`src/rtl/fir_sample_sequencer.sv`:
```
// Key-driven sample sequencer for a 3-bit FIR core. It plays a 16-entry pattern
// by single steps or at a fixed cadence, and can append a run of zero samples.
module fir_sample_sequencer #(
    parameter int STEP_DIV  = 25,
    parameter int FLUSH_LEN = 8
) (
    input  logic       clk_50Hz,
    input  logic       i_rst_n,
    input  logic       i_key_run_n,
    input  logic       i_key_step_n,
    input  logic       i_key_load_n,
    input  logic       i_loop,
    input  logic [2:0] i_manual_x,
    output logic [2:0] o_xin,
    output logic       o_sample_stb,
    output logic [3:0] o_index,
    output logic [1:0] o_state
);

    localparam int PW = (STEP_DIV > 1) ? $clog2(STEP_DIV) : 1;
    localparam int FW = (FLUSH_LEN > 1) ? $clog2(FLUSH_LEN) : 1;
    localparam logic [PW-1:0] PRESC_LAST = PW'(STEP_DIV - 1);
    localparam logic [FW-1:0] FLUSH_LAST = FW'(FLUSH_LEN - 1);

    typedef enum logic [1:0] {
        IDLE  = 2'd0,
        RUN   = 2'd1,
        PAUSE = 2'd2,
        FLUSH = 2'd3
    } state_t;

    state_t        state;
    logic [2:0]    run_sync, step_sync, load_sync;
    logic          run_ev, step_ev, load_ev;
    logic [2:0]    pattern [16];
    logic [3:0]    wr_ptr, rd_ptr;
    logic [PW-1:0] presc;
    logic [FW-1:0] flush_cnt;
    logic          vld_p1;
    logic          presc_wrap, last_entry, pat_emit, flush_emit;

    // Two synchronizer flops per key plus one history flop for press detection.
    always_ff @(posedge clk_50Hz or negedge i_rst_n) begin
        if (!i_rst_n) begin
            run_sync  <= '1;
            step_sync <= '1;
            load_sync <= '1;
        end else begin
            run_sync  <= {run_sync[1:0], i_key_run_n};
            step_sync <= {step_sync[1:0], i_key_step_n};
            load_sync <= {load_sync[1:0], i_key_load_n};
        end
    end

    assign run_ev     = run_sync[2] & ~run_sync[1];
    assign step_ev    = step_sync[2] & ~step_sync[1];
    assign load_ev    = load_sync[2] & ~load_sync[1];
    assign presc_wrap = (presc == PRESC_LAST);
    assign last_entry = (rd_ptr == 4'd15) && !i_loop;

    // A run event always wins over a step on the same edge; nothing is emitted
    // while the previous sample's strobe has not yet been raised.
    always_comb begin
        pat_emit = 1'b0;
        if (!vld_p1 && !run_ev) begin
            case (state)
                IDLE, PAUSE: pat_emit = step_ev;
                RUN:         pat_emit = presc_wrap;
                default:     pat_emit = 1'b0;
            endcase
        end
    end

    assign flush_emit = (state == FLUSH) && presc_wrap && !vld_p1;

    always_ff @(posedge clk_50Hz or negedge i_rst_n) begin
        if (!i_rst_n) begin
            state        <= IDLE;
            o_xin        <= 3'd0;
            vld_p1       <= 1'b0;
            o_sample_stb <= 1'b0;
            rd_ptr       <= 4'd0;
            wr_ptr       <= 4'd0;
            presc        <= '0;
            flush_cnt    <= '0;
            for (int i = 0; i < 16; i++) begin
                pattern[i] <= (i == 0) ? 3'd7 : 3'd0;
            end
        end else begin
            // Stage 0 -> 1: sample lands on o_xin; stage 1 -> 2: strobe rises a cycle later.
            vld_p1       <= pat_emit | flush_emit;
            o_sample_stb <= vld_p1;

            if (pat_emit) begin
                o_xin  <= pattern[rd_ptr];
                rd_ptr <= rd_ptr + 4'd1;
            end else if (flush_emit) begin
                o_xin <= 3'd0;
            end

            if (load_ev && state == IDLE) begin
                pattern[wr_ptr] <= i_manual_x;
                wr_ptr          <= wr_ptr + 4'd1;
            end

            case (state)
                IDLE: begin
                    if (run_ev) begin
                        state <= RUN;
                        presc <= '0;
                    end else if (pat_emit && last_entry) begin
                        state     <= FLUSH;
                        presc     <= '0;
                        flush_cnt <= '0;
                    end
                end
                RUN: begin
                    if (run_ev) begin
                        state <= PAUSE;
                    end else begin
                        presc <= presc_wrap ? '0 : presc + 1'b1;
                        if (pat_emit && last_entry) begin
                            state     <= FLUSH;
                            flush_cnt <= '0;
                        end
                    end
                end
                PAUSE: begin
                    if (run_ev) begin
                        state <= RUN;
                    end else if (pat_emit && last_entry) begin
                        state     <= FLUSH;
                        presc     <= '0;
                        flush_cnt <= '0;
                    end
                end
                FLUSH: begin
                    presc <= presc_wrap ? '0 : presc + 1'b1;
                    if (flush_emit) begin
                        if (flush_cnt == FLUSH_LAST) begin
                            state     <= IDLE;
                            presc     <= '0;
                            flush_cnt <= '0;
                        end else begin
                            flush_cnt <= flush_cnt + 1'b1;
                        end
                    end
                end
                default: state <= IDLE;
            endcase
        end
    end

    assign o_index = rd_ptr;
    assign o_state = state;

endmodule

```
`config.mk`:
```
export PLATFORM = sky130hd
export DESIGN_NAME = fir_sample_sequencer
export DESIGN_NICKNAME = d
export VERILOG_FILES = /design/src/rtl/fir_sample_sequencer.sv
export SDC_FILE = /design/constraint.sdc
export NUM_CORES = 1
export LEC_CHECK = 0
export ABC_AREA = 1
export ABC_CLOCK_PERIOD_IN_PS = 3140
export CAP_MARGIN = 5
export CORE_MARGIN = 4
export CORE_UTILIZATION = 38
export CTS_BUF_LIST = sky130_fd_sc_hd__clkbuf_16
export CTS_CLUSTER_DIAMETER = 50
export DETAILED_ROUTE_END_ITERATION = 10
export PLACE_DENSITY = 0.63
export RECOVER_POWER = 50
export SLEW_MARGIN = 20
export SYNTH_ARGS = -nofsm -noshare
export SYNTH_HDL_FRONTEND = slang
export SYNTH_SLANG_ARGS = --single-unit
```
`constraint.sdc`:
```
create_clock -name clk_50Hz -period 3.14 [get_ports clk_50Hz]
set_input_delay 0.628 -clock clk_50Hz [delete_from_list [all_inputs] [get_ports clk_50Hz]]
set_output_delay 0.628 -clock clk_50Hz [all_outputs]
set_load 0.01 [all_outputs]
```
* Word-level counts from Yosys, hierarchy flattened
Cells that the tools add are included.
Word-level totals: output and inout port bits 10, input bits 9, flip-flop bits (word level) 80, logic and storage cells 101
Cells by class: add/sub/neg operators 4, bitwise operators 9, magnitude comparators 3, reduce and logical (&&, ||, !) cells 17, equality and inequality tests 12, muxes and demuxes 29
Operator list (number):
- $bwmux W48 | 1
- $mux W5 | 7
- $mux W3 | 9
- $pmux W5 S4 | 1
- $bmux W3 S4 | 1
- $demux W3 S4 | 1
- $ge A5 B5 Y1 const B | 2
- $mux W2 | 5
- $not A4 Y5 | 2
- $add A4 B1 Y4 const B | 2
- $ne A2 B2 Y1 const B | 4
- $logic_and A1 B1 Y1 | 7
- $pmux W2 S3 | 1
- $pmux W3 S2 | 1
- $add A5 B1 Y5 const B | 1
- $eq A5 B5 Y1 const B | 1
- $lt A5 B1 Y1 const B | 1
- $eq A2 B2 Y1 const B | 2
- $eq A4 B4 Y1 const B | 1
- $ne A2 B1 Y1 const B | 2
- $reduce_and A2 Y1 | 2
- $add A3 B1 Y3 const B | 1
- $and A1 B1 Y1 | 3
- $eq A3 B3 Y1 const B | 1
- other kinds (11) | 15

* Depth between registers and ports, before layout
word-level depth 9, depth in mapped cells 13, gate-level depth less buffers 13

* Worst setup path before layout
No wires, ideal clock.
path kind register to register, start register presc[0], end register presc[0], cell stages (with the launch flop) 12, library setup time 123 ps, period minus slack after synthesis 1490 ps, required time 3017 ps, arrival time 1367 ps, setup slack 1650 ps, path buffers 0, path through dfrtp_1 inv_1 ha_1 inv_1 nor2_1 nand3_1 nand2_1 nand3_2 nand2_1 o21ai_1 nand2_1 nand2_1
Between the ends: cells in the longest elaborated chain, start to end 7, elaborated cells on any way between the ends 15, classes of those cells add/sub: 1; eq/ne: 1; mux: 10; reduce/logical: 3
Ends and longest elaborated chain:
- start: declaration | RTL line 37 | logic [PW-1:0] presc;
- start signal: assignment | RTL line 121 | presc <= presc_wrap ? '0 : presc + 1'b1;
- start signal: assignment | RTL line 138 | presc <= presc_wrap ? '0 : presc + 1'b1;
- branches (longest 6 deep; another with $add A5 B1 Y5)
- $pmux W5 S4 (*) | RTL line 106 | case (state)
Mark *: on every way between the ends. The select of a mux whose other input is x is not followed. A chain may end at the register's enable or synchronous reset.

* Worst setup path after layout
start register rd_ptr[1] (netlist: o_index[1]), end output port o_index[1]
RTL lines:
- start: declaration | RTL line 36 | logic [3:0] wr_ptr, rd_ptr;
- start signal: assignment | RTL line 96 | rd_ptr <= rd_ptr + 4'd1;
- end: declaration | RTL line 16 | output logic [3:0] o_index,
No word-level cell between the ends.

==> reports/results.ini <==
[min_path]
hp-start=run_sync[0]
timing.hold.worst_path_depth=0
holdPathEnd=run_sync[1]
hp-class=flop to flop

[timing]
finalClockSkew_ps=6.327
hold_viol=0
worstMarginPinSlew_ps=1920
fin_crit_sh_pct=74.75
relSlewSlack_pct=-27.99
rsz0062_at_grt=false
slew_violations=81
fin_crit_ps=2347
finalSetupViolations=0
max_freq_mhz=426.1
fin_setup_tns_ps=0

[critical_path]
critical_path.top_delay_family=flip-flops
path_class=flop to primary output
worstSetupPathDepth=1
r2r_cells=8
max_stage_delay_ps=730
critPathBufInv=1
slowest_stage=dfrtp_1
setup.worst_path.start_class=flop
end_kind=primary output
r2r_end=presc[0]
cp.arrival_ps=1720
regToRegSetupSlack_ps=1150
critPathMaxFanout=19
cp.required_ps=2510
crit_chain=clkdlybuf4s50_1
rr_startpoint=o_index[1]

[clocking]
clockBufferDepth=2
path_clk_slew_ps=60
hold_buffers=0
htree_num_levels=3
cts.repair.resized=0
postCtsSetupBuffers=0
cts_tree=yes
clockRootBuffer=clkbuf_16
cts_buffers=9
worstSkewPairLatency_ps=330
clkSinkCount=80

[drt]
vias=2977
ant_nets=0
drtIter0Drc=198
wirelength_um=8256
dr.pass1.iters=7
drc=0
via_per_inst=4.962
wl_per_cell_um=13.76

[synthesis]
synth_area_leaders=dfrtp_1 46%, nand2_1 15%, dfstp_2 8.5%, o21ai_0 7.2%, nand3_1 5.4%
yosys.area.top_type=dfrtp_1
synth.distinct_cells=24
netlist.area_leader.share_pct=45.61
avgSynthCellArea_um2=8.347
syn-num-nets=465
yosysSeqAreaShare_pct=54.06
syn_inst=447
synth-seq-cells=80
synth_warnings=0
synth_area_mm2=0.003731

[grt]
grt_overflow=0
grt_use_total_pct=15.40
antenna_found_initial=0
grt_pass1_vias=2770
grt_first_pass_wirelength_um=14060
grt_max_degree=81

[pwr]
ir_worst_vdd_mv=0.2903
leakage_nw=2.115
power_density_mw_per_mm2=631.3

[final_layout]
multi_input_area_mm2=0.001520
areaGrowthSynthToFinish_pct=15.06
finalNetCount=484
layout-drive-gt1-share_pct=7.431
final_cell_count_no_fill=600
seq_area_mm2=0.002017
nFillCells=935
layout_commonest_cell=nand2_1
n_antenna_cell=0
final_cell_mix=154 x nand2_1, 68 x dfrtp_1, 54 x o21ai_0, 40 x nand3_1, 35 x inv_1

[outcome]
status=finished with violations
violations=max-capacitance violations, max-slew violations

[floorplanning]
die-area_mm2=0.01147
io_pins=19
start_util_pct=39.63
chipHeight_um=107.1
core_mm2=0.009415
die_width_um=107.1
row_count=35

[run]
maxCapViolCount=1

[placed_design]
gp_congestion=0.8437
port_buffers=18
dp_cells=584
dp_hpwl_um=5713

cell type report:
cell class              count  area share [%]
flip-flops and latches     80           46.98
multi-input cells         317           35.41
clock buffers               9           5.246
repair buffers             19           4.255
well taps                 129           3.760
inverters                  39           3.410
clock inverters             7          0.9327
synth_stat cells:
master and n:
nand3_1 40, xor2_1 7, nor2_4 3, clkinv_1 2, buf_2 5, nand3b_1 1
dfrtp_1 68, a22o_1 1, inv_2 3, nand2_1 154, nor3_4 1, dfstp_2 12
nor2_1 15, nand3_2 1, o211ai_1 1, ha_1 9, inv_1 34, a21o_1 1
o21ai_0 54, o21ai_1 8, a21oi_1 17, clkbuf_1 6, nor2_2 1, nand4_1 3
power breakdown:
group	internal, mW	leakage (nW)	switching, mW
logic	0.215	1.17	0.320
registers	1.12	0.813	0.107
clock network	0.527	0.128	0.417
total	1.87	2.11	0.844
metrics by stage:
| stage | setup WS (ps) | total power, mW | instance area, µm² | hold WS [ps] | utilization (%) |
|---|---|---|---|---|---|
| 2_1_floorplan | 1650 | 1.623 | 3731 | 332.4 | - |
| 3_3_place_gp | 1170 | 1.774 | 4030 | 346.2 | 42.80 |
| 3_5_place_dp | 1142 | 1.785 | 4030 | 347.3 | 42.80 |
| 4_1_cts | 794.4 | 2.732 | 4295 | 356.3 | 45.62 |
| 5_1_grt | 702.5 | 2.879 | 4293 | 362.3 | 45.59 |
| 6_report | 793.0 | 2.710 | 4293 | 354.3 | 45.59 |
state kept, by name (all words and copies together) (netlist names):
signal / cells
pattern: 48
presc: 5
o_index: 4
wr_ptr: 4
flush_cnt: 3
load_sync: 3
o_xin: 3
run_sync: 3
step_sync: 3
o_state: 2
o_sample_stb: 1
vld_p1: 1
cells by family (layout without fill, tap and decap cells):
group / Yosys count / in the layout / synth area share [%]
buffers and inverters: 50 / 74 / 5.198
adder cells (fa/ha/maj): 9 / 9 / 3.018
flip-flops: 80 / 80 / 54.06
AND/OR/NAND/NOR: 219 / 219 / 24.85
AO/OA/AOI/OAI: 82 / 82 / 11.23
XOR/XNOR: 7 / 7 / 1.643
per-layer routing:
layer	GRT usage (%)	wire length [µm]	vias up
met5	0	0	-
met4	6.484	142	0
met3	2.830	346	11
met2	22.48	3674	74
met1	22.33	4093	1414
li1	-	-	1478
worst max path at each step:
stage          startpoint           to  slack (ps)
5_1_grt           i_rst_n  pattern[25]         700
6_report       o_index[1]   o_index[1]         790
3_5_place_dp   o_index[1]   o_index[1]        1140
2_1_floorplan    presc[0]     presc[0]        1650
4_1_cts        o_index[1]   o_index[1]         790
3_3_place_gp   o_index[1]   o_index[1]        1170
Power figures use the tool's default switching activity.
